--- src/rtl/idli_pkg.sv ---
// idli_pkg: shared types for the idli core.
//   ctr_t        2-bit slice counter shared by EX and its peripherals
//   slice_t      4-bit datapath slice
//   URX_WORD_W   width of a received UART word
//   urx_state_t  UART receiver FSM states; URX_PARITY exists only when
//                IDLI_URX_PARITY_EN is defined
package idli_pkg;

  typedef logic [1:0] ctr_t;
  typedef logic [3:0] slice_t;

  localparam int URX_WORD_W = 16;

  typedef enum logic [2:0] {
    URX_IDLE,
    URX_START,
    URX_DATA,
`ifdef IDLI_URX_PARITY_EN
    URX_PARITY,
`endif
    URX_STOP
  } urx_state_t;

endpackage

--- src/rtl/idli_urx_fifo_m.sv ---
// idli_urx_fifo_m: DEPTH-entry FIFO of received UART words.
//   i_fifo_gck     core clock
//   i_fifo_rst_n   async active-low reset (pointers and count only)
//   i_fifo_push    write i_fifo_wdata; accepted when not full, or when full
//                  and a pop happens in the same cycle
//   i_fifo_pop     drop the head entry (ignored when empty)
//   o_fifo_head    head entry, valid while !o_fifo_empty
//   o_fifo_full / o_fifo_empty / o_fifo_lvl   occupancy status
module idli_urx_fifo_m
  import idli_pkg::*;
#(
  parameter int DEPTH = 4
) (
  input  logic                         i_fifo_gck,
  input  logic                         i_fifo_rst_n,
  input  logic                         i_fifo_push,
  input  logic [URX_WORD_W-1:0]        i_fifo_wdata,
  input  logic                         i_fifo_pop,
  output logic [URX_WORD_W-1:0]        o_fifo_head,
  output logic                         o_fifo_full,
  output logic                         o_fifo_empty,
  output logic [$clog2(DEPTH+1)-1:0]   o_fifo_lvl
);

  localparam int PTR_W = $clog2(DEPTH);
  localparam int LVL_W = $clog2(DEPTH+1);

  logic [URX_WORD_W-1:0] mem_q [DEPTH];
  logic [PTR_W-1:0]      wr_ptr_q, rd_ptr_q;
  logic [LVL_W-1:0]      cnt_q;
  logic                  push_ok, pop_ok;

  assign o_fifo_full  = (cnt_q == LVL_W'(DEPTH));
  assign o_fifo_empty = (cnt_q == '0);
  assign o_fifo_lvl   = cnt_q;
  assign o_fifo_head  = mem_q[rd_ptr_q];

  // When full, a simultaneous pop frees the slot the write lands in
  // (wr_ptr == rd_ptr), so the push can be taken.
  assign pop_ok  = i_fifo_pop && !o_fifo_empty;
  assign push_ok = i_fifo_push && (!o_fifo_full || pop_ok);

  always_ff @(posedge i_fifo_gck) begin
    if (push_ok) mem_q[wr_ptr_q] <= i_fifo_wdata;
  end

  always_ff @(posedge i_fifo_gck or negedge i_fifo_rst_n) begin
    if (!i_fifo_rst_n) begin
      wr_ptr_q <= '0;
      rd_ptr_q <= '0;
      cnt_q    <= '0;
    end else begin
      if (push_ok) wr_ptr_q <= wr_ptr_q + 1'b1;
      if (pop_ok)  rd_ptr_q <= rd_ptr_q + 1'b1;
      case ({push_ok, pop_ok})
        2'b10:   cnt_q <= cnt_q + 1'b1;
        2'b01:   cnt_q <= cnt_q - 1'b1;
        default: cnt_q <= cnt_q;
      endcase
    end
  end

endmodule

--- src/rtl/idli_urxq_m.sv ---
// idli_urxq_m: buffered UART receiver feeding EX through a word FIFO.
// Frame: start(0), 16 data bits LSB first, [even parity], stop(1).
// Build option: define IDLI_URX_PARITY_EN to expect an even-parity bit.
//   i_urx_gck / i_urx_rst_n   core clock, async active-low reset
//   i_urx_data                serial line (idles high), already synchronous
//   i_urx_ctr                 slice counter shared with EX
//   o_urx_data                head-word slice for i_urx_ctr, 0 when empty
//   o_urx_vld / o_urx_lvl     FIFO non-empty / occupancy
//   i_urx_acp                 EX consuming the head; pops at ctr==3
//   o_urx_ovf / o_urx_ferr    sticky overflow / framing(parity) flags
//   i_urx_clr                 clears both flags (a same-cycle set wins)
module idli_urxq_m
  import idli_pkg::*;
#(
  parameter int BIT_CYC = 1,
  parameter int DEPTH   = 4
) (
  input  logic                        i_urx_gck,
  input  logic                        i_urx_rst_n,
  input  ctr_t                        i_urx_ctr,
  output slice_t                      o_urx_data,
  output logic                        o_urx_vld,
  input  logic                        i_urx_acp,
  output logic [$clog2(DEPTH+1)-1:0]  o_urx_lvl,
  output logic                        o_urx_ovf,
  output logic                        o_urx_ferr,
  input  logic                        i_urx_clr,
  input  logic                        i_urx_data
);

  localparam int TMR_W = $clog2(BIT_CYC+1);
  localparam logic [TMR_W-1:0] FULL_LD = TMR_W'(BIT_CYC-1);
  localparam logic [TMR_W-1:0] HALF_LD = TMR_W'((BIT_CYC/2 > 0) ? BIT_CYC/2 - 1 : 0);
  // With one cycle per bit the mid-point of the start bit is the detect
  // cycle itself, so the start re-check is skipped.
  localparam bit SKIP_START = (BIT_CYC < 2);

  urx_state_t            state_q, state_d;
  logic [TMR_W-1:0]      tmr_q, tmr_d;
  logic [3:0]            bit_cnt_q, bit_cnt_d;
  logic [URX_WORD_W-1:0] shift_q, shift_d;
  logic                  ovf_q, ovf_d, ferr_q, ferr_d;
  logic                  push, frm_err, pop, full, empty, tick, par_ok;
  logic [URX_WORD_W-1:0] head;

`ifdef IDLI_URX_PARITY_EN
  logic par_err_q, par_err_d;
  assign par_ok = !par_err_q;
`else
  assign par_ok = 1'b1;
`endif

  assign tick = (tmr_q == '0);

  always_comb begin
    state_d   = state_q;
    tmr_d     = tmr_q;
    bit_cnt_d = bit_cnt_q;
    shift_d   = shift_q;
    push      = 1'b0;
    frm_err   = 1'b0;
`ifdef IDLI_URX_PARITY_EN
    par_err_d = par_err_q;
`endif
    case (state_q)
      URX_IDLE: begin
        if (!i_urx_data) begin
          if (SKIP_START) begin
            state_d = URX_DATA;
            tmr_d   = FULL_LD;
          end else begin
            state_d = URX_START;
            tmr_d   = HALF_LD;
          end
        end
      end
      URX_START: begin
        if (tick) begin
          if (i_urx_data) begin
            state_d   = URX_IDLE;
            tmr_d     = '0;
            bit_cnt_d = '0;
          end else begin
            state_d = URX_DATA;
            tmr_d   = FULL_LD;
          end
        end else begin
          tmr_d = tmr_q - 1'b1;
        end
      end
      URX_DATA: begin
        if (tick) begin
          shift_d   = {i_urx_data, shift_q[URX_WORD_W-1:1]};
          tmr_d     = FULL_LD;
          bit_cnt_d = bit_cnt_q + 1'b1;
          if (bit_cnt_q == 4'd15) begin
`ifdef IDLI_URX_PARITY_EN
            state_d = URX_PARITY;
`else
            state_d = URX_STOP;
`endif
          end
        end else begin
          tmr_d = tmr_q - 1'b1;
        end
      end
`ifdef IDLI_URX_PARITY_EN
      URX_PARITY: begin
        if (tick) begin
          // Even parity: data ones plus the parity bit must be even.
          par_err_d = i_urx_data ^ (^shift_q);
          state_d   = URX_STOP;
          tmr_d     = FULL_LD;
        end else begin
          tmr_d = tmr_q - 1'b1;
        end
      end
`endif
      URX_STOP: begin
        if (tick) begin
          state_d   = URX_IDLE;
          tmr_d     = '0;
          bit_cnt_d = '0;
          if (i_urx_data && par_ok) push    = 1'b1;
          else                      frm_err = 1'b1;
        end else begin
          tmr_d = tmr_q - 1'b1;
        end
      end
      default: begin
        state_d   = URX_IDLE;
        tmr_d     = '0;
        bit_cnt_d = '0;
      end
    endcase
  end

  assign pop    = o_urx_vld && i_urx_acp && (i_urx_ctr == 2'd3);
  assign ovf_d  = (ovf_q  && !i_urx_clr) || (push && full && !pop);
  assign ferr_d = (ferr_q && !i_urx_clr) || frm_err;

  always_ff @(posedge i_urx_gck or negedge i_urx_rst_n) begin
    if (!i_urx_rst_n) begin
      state_q   <= URX_IDLE;
      tmr_q     <= '0;
      bit_cnt_q <= '0;
      shift_q   <= '0;
      ovf_q     <= 1'b0;
      ferr_q    <= 1'b0;
`ifdef IDLI_URX_PARITY_EN
      par_err_q <= 1'b0;
`endif
    end else begin
      state_q   <= state_d;
      tmr_q     <= tmr_d;
      bit_cnt_q <= bit_cnt_d;
      shift_q   <= shift_d;
      ovf_q     <= ovf_d;
      ferr_q    <= ferr_d;
`ifdef IDLI_URX_PARITY_EN
      par_err_q <= par_err_d;
`endif
    end
  end

  idli_urx_fifo_m #(.DEPTH(DEPTH)) u_fifo (
    .i_fifo_gck   (i_urx_gck),
    .i_fifo_rst_n (i_urx_rst_n),
    .i_fifo_push  (push),
    .i_fifo_wdata (shift_q),
    .i_fifo_pop   (pop),
    .o_fifo_head  (head),
    .o_fifo_full  (full),
    .o_fifo_empty (empty),
    .o_fifo_lvl   (o_urx_lvl)
  );

  assign o_urx_vld  = !empty;
  assign o_urx_data = o_urx_vld ? head[4*i_urx_ctr +: 4] : '0;
  assign o_urx_ovf  = ovf_q;
  assign o_urx_ferr = ferr_q;

endmodule
--- config.mk ---
export PLATFORM = sky130hd
export DESIGN_NAME = idli_urxq_m
export DESIGN_NICKNAME = d
export VERILOG_FILES = /design/src/rtl/idli_pkg.sv /design/src/rtl/idli_urx_fifo_m.sv /design/src/rtl/idli_urxq_m.sv
export SDC_FILE = /design/constraint.sdc
export NUM_CORES = 1
export LEC_CHECK = 0
export BUFFER_PORTS_ARGS = -buffer_cell sky130_fd_sc_hd__buf_2
export CORE_ASPECT_RATIO = 1.1
export CORE_MARGIN = 5
export CORE_UTILIZATION = 25
export DETAILED_ROUTE_END_ITERATION = 8
export GPL_TIMING_DRIVEN = 0
export PLACE_DENSITY = 0.42
export SETUP_SLACK_MARGIN = 0.02
export SYNTH_ARGS = -nofsm -noshare
export SYNTH_HDL_FRONTEND = slang
export SYNTH_SLANG_ARGS = --single-unit
--- constraint.sdc ---
create_clock -name i_urx_gck -period 2.7 [get_ports i_urx_gck]
set_input_delay 0.54 -clock i_urx_gck [delete_from_list [all_inputs] [get_ports i_urx_gck]]
set_output_delay 0.54 -clock i_urx_gck [all_outputs]
set_load 0.005 [all_outputs]
==> metrics.md <==
| Metric | Value |
|---|---|
| Die Width | 128 um |
| TritonCTS clock tree | done |
| DRC | 0 |
| Syn. warnings | 0 |
| I/O Buffers | 16 |
| TritonRoute pass-1 iters | 6 |
| Clock sinks | 95 |
| Slew @ Worst Pin | 0.967 ns |
| Most frequent cells in the layout | 64 x edfxtp_1, 62 x nand2_1, 31 x dfrtp_1 |
| Hold Slack | 0.267 ns |
| Area growth, synth to finish | 15.7% |
| Core Area | 15100 sq um |
| Hold-fix buffers, CTS | 0 |
| Die area | 18000 sq um |
| Main combinational cell family by area after synthesis | multiplexers |
| Mapped Avg Cell Area | 15.4 sq um |
| Hold Path Class | input pin to asynchronous set/reset pin |
| Fin Clk Skew | 0.00890 ns |
| Crit-path max cell delay | 0.59 ns |
| Layout cells sized above 1 | 17.0% |
| Commonest non-fill, non-tap cell in the layout | edfxtp_1 |
| Post-cts repair resize count | 1 |
| CP max FO | 8 |
| Total routing usage reported by global routing | 8.97% |
| Mapped Area | 3860 sq um |
| HPWL Detailed | 4920 um |
| Maxcap violations | 0 |
| Crit Path Class | flop to output port |
| Pwr Density | 999 nW/um^2 |
| Top Ports | 17 |
| Hold Vio Cnt, Final | 0 |
| Via density | 4.26 |
| CP max stage cell | mux4_1 |
| Yosys reg bits | 95 |
| Post-synthesis cell type count | 31 |
| Largest net degree at the start of global routing | 32 |
| Ant diodes | 0 |
| Root buffer cell | clkbuf_16 |
| GPL Wtd Cong | 0.734 |
| Initial antenna violation count | 0 |
| Synth Area in Adders | 2.14% |
| Fin Setup TNS | 0 ns |
| Total Nets Final | 291 |
| Rows | 47 |
| Setup crit end kind | output port |
| Syn_nets | 264 |
| Postcts setup bufs | 0 |
| Post-synthesis sequential area ratio | 69.9% |
| Placement Setup Slack | 0.0740 ns |
| Final ANT Viol Nets | 0 |
| Global route total overflow | 0 |
| Chip Height | 140 um |
| CP Cell Sequence | buf_6 > mux4_1 > mux2_2 > nand2_1 > o21ai_1 > buf_2 |
| Cell count after synthesis | 251 |
| Arrival @ worst endpoint | 1.99 ns |
| Starting Density | 25.5% |
| Final non-filler cell total | 479 |
| Total Wirelength | 7550 um |
| VDD IR max | 0.340 mV |
| Run status | completed |
| RSZ-0062 raised after global routing | no |
| Fin crit period | 2.53 ns |
| Synth Area in Compound Gates | 3.24% |
| Post-synthesis xor/xnor area fraction | 1.36% |
| Routed len/inst | 15.8 um |
| Final WS setup | 0.170 ns |
| H-tree depth | 3 |
| Power, Total | 4.46 mW |
| Period utilisation layout | 93.7% |
| Worst EP required | 2.16 ns |
| Clock Latency Late Sink | 0.33 ns |
| LEAKAGE | 1.69 nW |
| Placed insts | 463 |
| Reg area | 2700 sq um |
| Post-synthesis mux area share | 12.5% |
| First-pass GRT wire length | 11800 um |
| CTS buffer count | 9 |
| Highest Clock Rate | 395 MHz |
| Clock transition at path regs | 0.06 ns |
| First DRT Iteration DRCs | 121 |
| Max_slew headroom | 35.5% |
| Via count of the first global-routing pass | 2048 |
| Post-synthesis simple-gate area fraction | 8.59% |
| Footprint of the multi-input gates | 1070 sq um |
| Via count | 2042 |
| Filler instances | 1502 |
| Slew Limit Fails | 0 |
| # setup viols final | 0 |
| Clock Tree Buf Depth | 2 |
| CP Launch Type | flop |
-- critical path: cells and delay by family, from the launching register on --
family	cells	cell delay (ns)
AOI/OAI and AO/OA	1	0.06
buffers and inverters	2	0.29
DFF	1	0.34
muxes	2	0.89
and+or+nand+nor	1	0.07
-- kinds of logic after synthesis --
family / after synthesis
muxes: 25
and+or+nand+nor: 81
adders and majority gates: 6
DFF: 95
buffers and inverters: 18
xor gates and xnor gates: 6
AOI/OAI and AO/OA: 20
-- cell usage after synthesis (all sizes together) --
cell    instances  area [sq um]
dfrtp          31           776
edfxtp         64          1920
clkbuf          2          7.51
buf             8          51.3
fa              1          20.0
nand2          62           233
inv             8          30.0
mux2i           6          60.1
nand2b          1          6.26
o21ai          11          55.1
mux2            3          33.8
xor2            1          8.76
ha              5          62.6
nor3            1          5.00
xnor2           5          43.8
a31oi           2          27.5
nand3           3          15.0
and3            1          6.26
mux4           16           387
nor2            6          22.5
nand4           2          12.5
and2            4          25.0
a21oi           2          10.0
a21boi          1          7.51
nor2b           1          6.26
o22ai           4          25.0
-- per-stage QoR --
stage	area (sq um)	util, %
3_5_place_dp	4180	27.7
4_1_cts	4460	29.5
6_report	4460	29.5
2_1_floorplan	3860	-
5_1_grt	4460	29.5
3_3_place_gp	4180	27.7
-- path summary, 6_finish.rpt --
kind                                                start                               end  cells past startpoint  slack (ns)
min in group i_urx_gck                          i_urx_clr              o_urx_ferr$_DFF_PN0_                      2        0.41
min                                           i_urx_rst_n  u_fifo.o_fifo_lvl[0]$_DFFE_PN0P_                      1        0.27
max                        u_fifo.rd_ptr_q[0]$_DFFE_PN0P_                     o_urx_data[1]                      6        0.17
max reg2reg                        state_q[0]$_DFFE_PN0P_      u_fifo.mem_q[0][6]$_DFFE_PP_                      4        0.33
min reg2reg                      bit_cnt_q[3]$_DFFE_PN0P_          bit_cnt_q[3]$_DFFE_PN0P_                      1        0.49
max in group asynchronous                     i_urx_rst_n            shift_q[1]$_DFFE_PN0P_                      1        1.92
-- state kept, by name, indices dropped and copies added (netlist names) --
name               count
o_urx_ovf              1
state_q                2
o_urx_ferr             1
u_fifo.mem_q          64
u_fifo.o_fifo_lvl      3
u_fifo.rd_ptr_q        2
u_fifo.wr_ptr_q        2
shift_q               16
bit_cnt_q              4
-- metal layers --
metal	vias to the layer above	share of wire (%)	global-route usage, %
met1	1035	44	11.1
met4	0	1.6	4.36
li1	966	-	-
met2	33	52	14.5
met5	-	0	0
met3	8	2.5	2.28
-- report_power, final --
group          switching, mW  internal (mW)
registers              0.276           1.92
logic                  0.590          0.507
clock network          0.491          0.675
total                   1.36           3.10
-- cell type report --
| class | count | share of cell area, % |
|---|---|---|
| plain buffers | 10 | 1.46 |
| well taps | 196 | 5.49 |
| clock inverters | 1 | 0.112 |
| repair buffers | 16 | 1.79 |
| inverters | 8 | 0.673 |
| flip-flops and latches | 95 | 60.4 |
| clock buffers | 15 | 6.00 |
| multi-input cells | 138 | 24.0 |
Power figures use the tool's default switching activity.
